<file path="config.mk">
export PLATFORM = sky130hd
export DESIGN_NAME = multicycle_sequencer_flat
export DESIGN_NICKNAME = d
export VERILOG_FILES = /design/src/rtl/i281_pkg.sv /design/src/rtl/multicycle_sequencer_if.sv /design/src/rtl/multicycle_sequencer_step_counter.sv /design/src/rtl/multicycle_sequencer.sv /design/src/flat_wrapper.sv
export SDC_FILE = /design/constraint.sdc
export NUM_CORES = 1
export LEC_CHECK = 0
export BUFFER_PORTS_ARGS = -buffer_cell sky130_fd_sc_hd__buf_2
export CAP_MARGIN = 0
export CELL_PAD_IN_SITES_DETAIL_PLACEMENT = 1
export CELL_PAD_IN_SITES_GLOBAL_PLACEMENT = 1
export CORE_UTILIZATION = 40
export CTS_BUF_LIST = sky130_fd_sc_hd__clkbuf_8 sky130_fd_sc_hd__clkbuf_16
export DETAILED_ROUTE_END_ITERATION = 8
export PLACE_DENSITY_LB_ADDON = 0.1
export SLEW_MARGIN = 10
export SYNTH_ARGS = -nofsm -noshare
export SYNTH_HDL_FRONTEND = slang
export SYNTH_SLANG_ARGS = --single-unit
</file>
<file path="constraint.sdc">
create_clock -name clk_i -period 3.5 [get_ports clk_i]
set_input_delay 0.175 -clock clk_i [delete_from_list [all_inputs] [get_ports clk_i]]
set_output_delay 0.175 -clock clk_i [all_outputs]
set_load 0.01 [all_outputs]
</file>
<file path="src/rtl/i281_pkg.sv">
// Shared types and default sizing for the i281 multicycle sequencer.
package i281_pkg;

    localparam int DATA_W_DEF    = 8;
    localparam int STEP_W_DEF    = 3;
    localparam int MAX_STEPS_DEF = 4;

    typedef enum logic {
        IDLE = 1'b0,
        EXEC = 1'b1
    } seq_state_e;

endpackage

</file>
<file path="src/rtl/multicycle_sequencer_if.sv">
// Decoder-side bundle: request, control and sequencer status.
interface multicycle_sequencer_if
    import i281_pkg::*;
#(
    parameter int DATA_W = DATA_W_DEF,
    parameter int STEP_W = STEP_W_DEF
);
    logic              run;
    logic              start;
    logic [STEP_W-1:0] step_count;
    logic [DATA_W-1:0] base_op;
    logic              abort;
    logic              busy;
    logic [STEP_W-1:0] step;
    logic [DATA_W-1:0] micro_op;
    logic              last;
    logic              pc_hold;
    logic              done;
    logic              err;

    modport master (
        output run, start, step_count, base_op, abort,
        input  busy, step, micro_op, last, pc_hold, done, err
    );

    modport slave (
        input  run, start, step_count, base_op, abort,
        output busy, step, micro_op, last, pc_hold, done, err
    );
endinterface

</file>
<file path="src/rtl/multicycle_sequencer_step_counter.sv">
// Micro-step index counter; clear has priority over increment.
module step_counter #(
    parameter int STEP_W = 3
) (
    input  logic              clk_i,
    input  logic              rst_ni,
    input  logic              en_i,
    input  logic              clr_i,
    input  logic              inc_i,
    output logic [STEP_W-1:0] step_o
);
    logic [STEP_W-1:0] step_q, step_d;

    always_comb begin
        step_d = step_q;
        if (clr_i)
            step_d = '0;
        else if (inc_i)
            step_d = step_q + 1'b1;
    end

    always_ff @(posedge clk_i or negedge rst_ni) begin
        if (!rst_ni)
            step_q <= '0;
        else if (en_i)
            step_q <= step_d;
    end

    assign step_o = step_q;
endmodule

</file>
<file path="src/rtl/multicycle_sequencer.sv">
// Expands one multicycle instruction into a run of indexed micro-ops,
// stalling the PC until the final step.
module multicycle_sequencer
    import i281_pkg::*;
#(
    parameter int DATA_W    = DATA_W_DEF,
    parameter int STEP_W    = STEP_W_DEF,
    parameter int MAX_STEPS = MAX_STEPS_DEF
) (
    input logic clk_i,
    input logic rst_ni,
    multicycle_sequencer_if.slave bus
);
    seq_state_e        state_q;
    logic [DATA_W-1:0] base_q;
    logic [STEP_W-1:0] cnt_q;
    logic              done_q;
    logic              err_q;
    logic [STEP_W-1:0] step;
    logic [STEP_W-1:0] idx;
    logic              busy;
    logic              last;
    logic              cnt_ok;

    assign busy   = (state_q == EXEC);
    assign last   = busy && (step == STEP_W'(cnt_q - 1'b1));
    assign idx    = base_q[STEP_W-1:0] + step;
    assign cnt_ok = (bus.step_count != '0) &&
                    (bus.step_count <= STEP_W'(MAX_STEPS));

    // Index stays cleared outside EXEC so every sequence starts at step 0.
    step_counter #(.STEP_W(STEP_W)) u_step (
        .clk_i  (clk_i),
        .rst_ni (rst_ni),
        .en_i   (bus.run),
        .clr_i  (!busy || bus.abort || last),
        .inc_i  (busy),
        .step_o (step)
    );

    always_ff @(posedge clk_i or negedge rst_ni) begin
        if (!rst_ni) begin
            state_q <= IDLE;
            base_q  <= '0;
            cnt_q   <= '0;
            done_q  <= 1'b0;
            err_q   <= 1'b0;
        end else if (bus.run) begin
            done_q <= 1'b0;
            unique case (state_q)
                IDLE: begin
                    if (bus.start && cnt_ok) begin
                        state_q <= EXEC;
                        base_q  <= bus.base_op;
                        cnt_q   <= bus.step_count;
                        err_q   <= 1'b0;
                    end else if (bus.start) begin
                        err_q <= 1'b1;
                    end
                end
                EXEC: begin
                    if (bus.abort) begin
                        state_q <= IDLE;
                    end else if (last) begin
                        state_q <= IDLE;
                        done_q  <= 1'b1;
                    end
                end
                default: state_q <= IDLE;
            endcase
        end
    end

    assign bus.busy     = busy;
    assign bus.step     = step;
    assign bus.last     = last;
    assign bus.pc_hold  = busy && !last;
    assign bus.done     = done_q;
    assign bus.err      = err_q;
    assign bus.micro_op = busy ? {base_q[DATA_W-1:STEP_W], idx} : '0;
endmodule

</file>
<file path="src/flat_wrapper.sv">
// flat-port wrapper written by rule: the top's interface ports become plain ports
module multicycle_sequencer_flat import i281_pkg::*;
#(
    parameter int DATA_W    = DATA_W_DEF,
    parameter int STEP_W    = STEP_W_DEF,
    parameter int MAX_STEPS = MAX_STEPS_DEF
)
  (clk_i, rst_ni, bus_run, bus_start, bus_step_count, bus_base_op, bus_abort, bus_busy, bus_step, bus_micro_op, bus_last, bus_pc_hold, bus_done, bus_err);
  multicycle_sequencer_if #(.DATA_W(DATA_W), .STEP_W(STEP_W)) bus_i ();
  input logic clk_i;
  input logic rst_ni;
  input wire logic [$bits(bus_i.run)-1:0] bus_run;
  input wire logic [$bits(bus_i.start)-1:0] bus_start;
  input wire logic [$bits(bus_i.step_count)-1:0] bus_step_count;
  input wire logic [$bits(bus_i.base_op)-1:0] bus_base_op;
  input wire logic [$bits(bus_i.abort)-1:0] bus_abort;
  output wire logic [$bits(bus_i.busy)-1:0] bus_busy;
  output wire logic [$bits(bus_i.step)-1:0] bus_step;
  output wire logic [$bits(bus_i.micro_op)-1:0] bus_micro_op;
  output wire logic [$bits(bus_i.last)-1:0] bus_last;
  output wire logic [$bits(bus_i.pc_hold)-1:0] bus_pc_hold;
  output wire logic [$bits(bus_i.done)-1:0] bus_done;
  output wire logic [$bits(bus_i.err)-1:0] bus_err;
  assign bus_i.run = bus_run;
  assign bus_i.start = bus_start;
  assign bus_i.step_count = bus_step_count;
  assign bus_i.base_op = bus_base_op;
  assign bus_i.abort = bus_abort;
  assign bus_busy = bus_i.busy;
  assign bus_step = bus_i.step;
  assign bus_micro_op = bus_i.micro_op;
  assign bus_last = bus_i.last;
  assign bus_pc_hold = bus_i.pc_hold;
  assign bus_done = bus_i.done;
  assign bus_err = bus_i.err;
  multicycle_sequencer #(.DATA_W(DATA_W), .STEP_W(STEP_W), .MAX_STEPS(MAX_STEPS)) u_core (.clk_i(clk_i), .rst_ni(rst_ni), .bus(bus_i));
endmodule
</file>
======== Word level (Yosys, flattened, before mapping) ========
Index checks and enable logic that the tools add are counted.
word-level totals
  bits in registers ....................... 17
  input bits .............................. 16
  output and inout port bits .............. 16
  word-level logic and storage cells ...... 38
operators by class
  add/sub/neg operators ................... 3
  $lt $le $gt $ge ......................... 1
  eq/ne operators ......................... 1
  multiplexer cells ....................... 12
  bitwise operators ....................... 1
  reduce and logical (&&, ||, !) cells .... 14
operators with widths
  kind                                                                number
  1-bit two-way mux                                                   8
  8-bit two-way mux                                                   1
  3-bit two-way mux                                                   2
  3-bit AND reduction                                                 2
  1-bit logical AND                                                   4
  2-bit nonzero test                                                  2
  3-bit by 1-bit adder with 3-bit output, second input constant       1
  3-bit adder                                                         1
  3-bit == test                                                       1
  3-bit less-or-equal comparator, second input constant               1
  3-bit nonzero test                                                  1
  3-bit by 1-bit subtractor with 3-bit output, second input constant  1
  1-bit logical NOT                                                   2
  1-bit logical OR                                                    2
  1-bit case mux with 2 select lines                                  1
  2-bit AND reduction                                                 1
  1-bit inverter                                                      1

======== Logic depth before layout (Yosys ltp) ========
Gate-level depths: netlist of the first run.
  depth in word-level cells ............... 6
  depth in mapped cells ................... 5
  depth with buffers taken out ............ 5

======== Cells and area by module ========
From an unflattened synthesis of the first run, not the netlist that was laid out.
unflattened totals
  cells, all modules ...................... 82
  area, all modules ....................... 952.2 um2
modules (own cells, without submodules)
  module                times used  cells each  area each (um2)  sequential area each (um2)
  multicycle_sequencer  1           64          788.3            350.3
  step_counter          1           18          163.9            75.1

======== Worst setup path after synthesis of the first run ========
OpenSTA, ideal clock, no wires.
  kind .................................... register -> output
  start point ............................. register u_core.u_step.step_q[0], in the netlist u_core.u_step.step_o[0]
  end point ............................... output port bus_micro_op[2]
  arrival ................................. 1516 ps
  required time ........................... 3325 ps
  slack ................................... 1809 ps
  cell stages (with the launch flop) ...... 6
  buffers on the path ..................... 0
  cells stage by stage .................... dfrtp_1 > ha_1 > fa_1 > xor2_1 > xnor2_1 > nor2_1
on the way
  word-level cells in the longest chain between the ends .. 2
ends and longest elaborated chain
  element                   RTL line                                 text
  start: declaration        multicycle_sequencer_step_counter.sv:12  logic [STEP_W-1:0] step_q, step_d;
  start signal: assignment  multicycle_sequencer_step_counter.sv:26  step_q <= step_d;
  3-bit adder               multicycle_sequencer.sv:27               assign idx = base_q[STEP_W-1:0] + step;
  8-bit two-way mux         multicycle_sequencer.sv:80               assign bus.micro_op = busy ? {base_q[DATA_W-1:STEP_W], idx} : '0;
  end: declaration          flat_wrapper.sv:19                       output wire logic [$bits(bus_i.micro_op)-1:0] bus_micro_op;
Every way passes these cells.

======== Worst setup path in the final report of the first run ========
  start point ............................. register u_core.state_q, in the netlist u_core.bus.busy
  end point ............................... register u_core.base_q[3]
on the way
  word-level cells in the longest chain between the ends .. 2
ends and longest elaborated chain
  element                        RTL line                    text
  start: declaration             multicycle_sequencer.sv:14  seq_state_e state_q;
  start signal: assignment       multicycle_sequencer.sv:43  state_q <= IDLE;
  start signal: assignment       multicycle_sequencer.sv:53  state_q <= EXEC;
  start signal: assignment       multicycle_sequencer.sv:63  state_q <= IDLE;
  1-bit inverter (no line)       n/a
  3-bit AND reduction (no line)  n/a
  end signal: assignment         multicycle_sequencer.sv:54  base_q <= bus.base_op;
  end: declaration               multicycle_sequencer.sv:15  logic [DATA_W-1:0] base_q;
Every way passes these cells.
A chain may end at the register's enable or synchronous reset.

==> results of run 1 <==
[cell type report]
type,instances,share of cell area [%]
Clock buffer,3,3.60
Clock inverter,1,0.328
Inverter,6,1.97
Multi-Input combinational cell,51,39.6
Sequential cell,17,37.1
Tap cell,27,2.95
Timing Repair Buffer,32,14.4
[how the worst max path moves through the flow]
stage / from / endpoint
floorplan: u_core.u_step.step_o[0] / bus_micro_op[2]
global placement: u_core.bus.busy / u_core.base_q[3]
detailed placement: u_core.bus.busy / u_core.base_q[3]
CTS: u_core.bus.busy / u_core.base_q[3]
global route: u_core.bus.busy / u_core.base_q[3]
finish: u_core.bus.busy / u_core.base_q[3]
[state kept, by name, summed over array words and instances, names as in the netlist]
signal,cells
u_core.bus.err,1
u_core.bus.done,1
u_core.bus.busy,1
u_core.base_q,8
u_core.u_step.step_o,3
u_core.cnt_q,3
[cell usage after synthesis (2+ instances only)]
library cell and number:
o22ai_1 2, nor2_1 3, nor2b_1 3, mux2_1 9
inv_1 6, xnor2_1 3, nand2_1 2, and2_1 7
nor3_2 2, ha_1 3, dfrtp_1 17
[per-stage QoR]
step	std cells	instance area (um2)	hold WS, ns
floorplan	77	918	-0.121
global placement	132	1090	0.122
detailed placement	132	1090	0.120
CTS	137	1150	0.134
global route	137	1150	0.138
finish	137	1150	0.139
[power groups by stage]
stage / clock, W / sequential, W / combinational, W
CTS: 0.000145 / 0.000351 / 0.000405
floorplan: 0 / 0.000334 / 0.000278
global placement: 0 / 0.000349 / 0.000383
global route: 0.000152 / 0.000362 / 0.000432
finish: 0.000139 / 0.000348 / 0.000393
detailed placement: 0 / 0.000354 / 0.000401
[what timing repair did]
action                    in CTS  in global routing
hold endpoints to repair      17                  0
setup buffers                  0                  0
hold buffers                   1                  0
[kinds of logic after synthesis]
family                   count (synthesis)
AND/OR/NAND/NOR                         23
multiplexers                            11
XOR/XNOR                                 5
buffers and inverters                    9
AO/OA/AOI/OAI                            8
adder cells (fa/ha/maj)                  4
flip-flops                              17
[per-layer routing]
| layer | wire (um) | track usage (%) | vias up |
|---|---|---|---|
| li1 | - | - | 329 |
| met1 | 805 | 21.8 | 336 |
| met2 | 991 | 30.2 | 17 |
| met3 | 53 | 2.78 | 2 |
| met4 | 10 | 4.29 | 0 |
| met5 | 0 | 0 | - |
[worst reg2reg max path: stages (launching register included)]
cell and delay, ns:
dfrtp_1 0.49, nor4b_2 1.06, mux2_2 0.44
==> metrics.md, run 1 <==
| Metric | Value |
|---|---|
| Status | `complete, no violations` |
| DRT Wirelength | `1860 um` |
| Multi-input gate area | `454 um2` |
| Commonest cells after routing, fill and taps aside | `buf_2, dfrtp_1, mux2_1` |
| Largest area contributor in the netlist | `dfrtp_1` |
| Switching Share | `36.4%` |
| Worst Min Path Start | `bus_base_op[5]` |
| Post-synth top area share | `46.3%` |
| Syn_area_per_cell | `11.9 um2` |
| Max frequency | `478 MHz` |
| Xor and xnor area share after synthesis | `6.40%` |
| CP cell instances | `nor4b_2 > mux2_2` |
| R2r worst-path depth | `2` |
| WL per Instance | `13.6 um` |
| Internal power | `0.000559 W` |
| EDFF count, synth | `0` |
| Remaining global-route overflow | `0` |
| Layout net count | `131` |
| Seq pwr share | `39.6%` |
| Synthesis Warnings | `0` |
| Adder-cell share of the synthesized area | `6.27%` |
| Worst Path Required | `3.63 ns` |
| Area contributors post-synth | `dfrtp_1, mux2_1, and2_1, ha_1, xnor2_1` |
| Syn Inst Count | `77` |
| Antenna viol nets, final | `0` |
| Worst skew pair latency | `0.24 ns` |
| CP arrival | `2.22 ns` |
| CP top delay family | `simple AND/OR/NAND/NOR gates` |
| Setup slack at placement | `1.37 ns` |
| Post-synthesis cell area | `918 um2` |
| Max_slew headroom | `20.6%` |
| Tot GR Track Use | `17.2%` |
| First-pass DRT Iterations | `3` |
| Lkg Pwr | `0.576 nW` |
| Critical Path End Type | `flip-flop` |
| Kind of critical path | `flip-flop to flip-flop` |
| Total of max-cap violations | `0` |
| WP depth | `2` |
| Post-CTS sizing | `0` |
| Reg2reg end | `u_core.base_q[3]` |
| R2r setup slk | `1.41 ns` |
| Final core utilization | `55.6%` |
| Syn_nets | `97` |
| Critical-path maximum fanout | `12` |
| Hold crit path type | `input port to flip-flop` |
| Site row count | `16` |
| Fin. Hold Viols | `0` |
| CTS Buf Count | `3` |
| Synth Area in Compound Gates | `5.86%` |
| Antenna violations before repair | `0` |
| Final TNS setup | `0 ns` |
| Largest family of logic cells by synthesized area | `simple AND/OR/NAND/NOR gates` |
| DIE HEIGHT | `49.9 um` |
| Clock power frac | `15.8%` |
| Distinct cells, synth | `31` |
| Hpwl dp | `1490 um` |
| Number of global-route vias before repair | `744` |
| Hold depth | `2` |
| RD Place Congestion | `0.714` |
| DRC Markers | `0` |
| Share of cells above drive strength 1 | `36.4%` |
| I/O pin total | `32` |
| Layout Skew | `0.000512 ns` |
| Clk buf depth | `2` |
| Diodes inserted | `0` |
| RSZ-0062 raised after global routing | `no` |
| Final setup viols | `0` |
| Critical path launch point type | `flip-flop` |
| Minimum clock period | `2.09 ns` |
| Async set-or-reset flop fraction in the synthesized netlist | `100%` |
| Filler Cell Count | `238` |
| Register area share after synthesis | `46.3%` |
| Worst r2r src | `u_core.bus.busy` |
| Most used DFF post-synth | `dfrtp_1` |
| Most common cell after layout, fill and taps aside | `buf_2` |
| Die ar. | `2490 um2` |
| Hold EP | `u_core.base_q[5]` |
| Tot Pwr | `0.000880 W` |
| Post-synthesis simple-gate area fraction | `17.0%` |
| CP max stage delay | `1.06 ns` |
| Pwr/cell area | `768 nW/um2` |
| VDD IR max | `0.465 mV` |
| P_sw | `0.000321 W` |
| Post-route setup slack | `1.41 ns` |
| Core Box Area | `2060 um2` |
| Initial core utilization | `44.5%` |
| First-pass GRT wire length | `3280 um` |
| Worst slew pin tran | `1.19 ns` |
| Root Buffer | `clkbuf_8` |
| Initial DRC Count | `2` |
| Layout area overhead | `24.8%` |
| Worst path slowest cell | `nor4b_2` |
| Htree depth | `1` |
| Largest net degree at the start of global routing | `18` |
| Max Transition Viols Final | `0` |
| Buffers on Ports | `31` |
| Total clock sinks | `17` |
| Reg clk slew, reported paths | `0.06 ns` |
| Post-synthesis mux area share | `13.9%` |
| DR vias | `684` |
| Vias/cell | `4.99` |
| CP Buf/Inv Count | `0` |
| Tcrit/Tclk final | `59.8%` |
| FF+latch area | `425 um2` |
| Logic pwr share | `44.7%` |
| FF+latch count, synth | `17` |
| CTS tree | `yes` |
| Die X | `49.9 um` |
(Power assumes the default switching activity.)
==> inputs of run 2 (changes only) <==
CORE_UTILIZATION = 37   (was 40)
clock period = 2 ns   (was 3.5 ns; I/O delays follow)
==> metrics.md, run 2 (synthesis gave the netlist of run 1 again) <==
| Metric | Value |
|---|---|
| Status | `complete, no violations` |
| Worst Min Path Start | `bus_base_op[5]` |
| Worst Path Required | `1.90 ns (-1.73 ns)` |
| Share of cells above drive strength 1 | `38.9% (+2.6 points)` |
| Final setup viols | `0 (unchanged)` |
| Most common cell after layout, fill and taps aside | `buf_2` |
| Die ar. | `2690 um2 (+7.8%)` |
| Worst r2r src | `u_core.bus.busy` |
| Initial core utilization | `40.4% (-4.2 points)` |
| Logic pwr share | `48.1% (+3.4 points)` |
| CTS Buf Count | `3 (unchanged)` |
| Site row count | `17 (+1)` |
| Core Box Area | `2280 um2 (+10%)` |
| RD Place Congestion | `0.723 (+1.3%)` |
| Tot GR Track Use | `17.8% (+0.62 points)` |
| Layout area overhead | `28.2%` |
| FF+latch area | `427 um2 (+0.29%)` |
| Hold crit path type | `input port to flip-flop` |
| I/O pin total | `32 (unchanged)` |
| DIE HEIGHT | `51.8 um (+3.8%)` |
| Antenna viol nets, final | `0 (unchanged)` |
| Biggest register | `u_core.base_q` |
| Switching Share | `37.4% (+0.93 points)` |
| Antenna violations before repair | `0 (unchanged)` |
| Tot Pwr | `0.00162 W (+84%)` |
| Remaining global-route overflow | `0 (unchanged)` |
| Max frequency | `525 MHz` |
| Total clock sinks | `17 (unchanged)` |
| Worst slew pin tran | `0.404 ns (-0.784 ns)` |
| DR vias | `717 (+4.8%)` |
| Max reg flops | `8 (unchanged)` |
| Reg clk slew, reported paths | `0.07 ns (about the same)` |
| Initial DRC Count | `8 (+6)` |
| CTS tree | `yes` |
| Worst skew pair latency | `0.25 ns (about the same)` |
| Commonest cells after routing, fill and taps aside | `buf_2, dfrtp_1, mux2_1` |
| DRC Markers | `0 (unchanged)` |
| Tcrit/Tclk final | `95.2%` |
| Vias/cell | `5.09 (+1.9%)` |
| Hold EP | `u_core.base_q[5]` |
| Buffers on Ports | `31 (unchanged)` |
| CP arrival | `1.80 ns (-0.42 ns)` |
| Hold depth | `2 (unchanged)` |
| Critical Path End Type | `primary output` |
| Multi-input gate area | `460 um2 (+1.4%)` |
| DRT Wirelength | `2000 um (+7.3%)` |
| Minimum clock period | `1.90 ns` |
| Final core utilization | `51.7% (-3.9 points)` |
| VDD IR max | `0.781 mV (+68%)` |
| Layout net count | `134 (+2.3%)` |
| WL per Instance | `14.2 um (+4.3%)` |
| First-pass GRT wire length | `3430 um (+4.6%)` |
| Critical-path maximum fanout | `4 (-8)` |
| Seq pwr share | `36.6% (-3.0 points)` |
| Die X | `51.8 um (+3.8%)` |
| R2r worst-path depth | `3 (+1)` |
| First-pass DRT Iterations | `2 (-1)` |
| R2r setup slk | `0.38 ns (-1.03 ns)` |
| Hpwl dp | `1520 um (+1.6%)` |
| P_sw | `0.000605 W (+89%)` |
| Filler Cell Count | `261 (+9.7%)` |
| Number of global-route vias before repair | `773 (+3.9%)` |
| Critical path launch point type | `flip-flop` |
| Clk buf depth | `2 (unchanged)` |
| Final TNS setup | `0 ns (unchanged)` |
| Lkg Pwr | `0.593 nW (+2.9%)` |
| Diodes inserted | `0 (unchanged)` |
| Pwr/cell area | `1370 nW/um2 (+79%)` |
| Layout Skew | `0.00299 ns (+0.00247 ns)` |
| Htree depth | `1 (unchanged)` |
| Fin. Hold Viols | `0 (unchanged)` |
| Max Transition Viols Final | `0 (unchanged)` |
| Largest net degree at the start of global routing | `18 (unchanged)` |
| Kind of critical path | `flip-flop to primary output` |
| Reg2reg end | `u_core.base_q[3]` |
| Clock power frac | `15.3% (-0.5 points)` |
| Internal power | `0.00101 W (+81%)` |
| Total of max-cap violations | `0 (unchanged)` |
| Root Buffer | `clkbuf_8` |
| RSZ-0062 raised after global routing | `no` |
| Max_slew headroom | `73.0% (+52 points)` |
## run 2: worst max-delay path, stage by stage (launching register included)
cell and delay (ns):
dfrtp_2 0.43, ha_1 0.21, fa_1 0.38, xor2_1 0.18
xnor2_1 0.14, nor2_1 0.08, buf_2 0.13
## run 2: power groups by stage
stage / registers [W] / logic, W / clock network, W
floorplan: 0.000584 / 0.000487 / 0
global placement: 0.000598 / 0.000702 / 0
detailed placement: 0.000609 / 0.000732 / 0
CTS: 0.000604 / 0.000741 / 0.000260
global route: 0.000618 / 0.000866 / 0.000271
finish: 0.000593 / 0.000778 / 0.000248
## run 2: routing by layer
metal  vias up  GRT usage [%]  wire length (um)
met3         2           6.43               101
met5         -              0                 0
met2        20           30.1              1050
met4         0           5.41                16
li1        337              -                 -
met1       358           20.9               831
## run 2: stage by stage
| stage | hold WS (ns) | std cells | cell area [um2] | setup WS (ns) |
|---|---|---|---|---|
| floorplan | -0.196 | 77 | 918 | 0.384 |
| global route | 0.0645 | 141 | 1180 | 0.00550 |
| finish | 0.0644 | 141 | 1180 | 0.0968 |
| global placement | 0.0467 | 135 | 1110 | 0.301 |
| detailed placement | 0.0482 | 135 | 1110 | 0.278 |
| CTS | 0.0594 | 140 | 1160 | 0.0255 |
## run 2: repair_timing
item | in CTS | in global routing
resized for setup | 1 | 1
hold buffers | 1 | 0
setup buffers | 0 | 1
setup endpoints to repair | 1 | 2
endpoints found under the hold margin | 17 | 0
## run 2: layout make-up
class                   count  share of cell area, %
well taps                  28                   2.98
repair buffers             35                   15.9
clock inverters             1                  0.319
flip-flops and latches     17                   36.2
multi-input cells          51                   39.1
inverters                   6                   1.91
clock buffers               3                   3.51
## run 2: worst max path at each step
stage	startpoint	endpoint	slack (ns)	depth (start not counted)
final	u_core.u_step.step_o[0]	bus_micro_op[2]	0.1	6
after global routing	u_core.u_step.step_o[0]	bus_micro_op[2]	0.005	6
after CTS	u_core.u_step.step_o[0]	bus_micro_op[2]	0.03	6
after detailed placement	u_core.u_step.step_o[0]	bus_micro_op[2]	0.28	6
after global placement	u_core.u_step.step_o[0]	bus_micro_op[2]	0.30	6
after floorplan	u_core.u_step.step_o[0]	bus_micro_op[2]	0.38	5
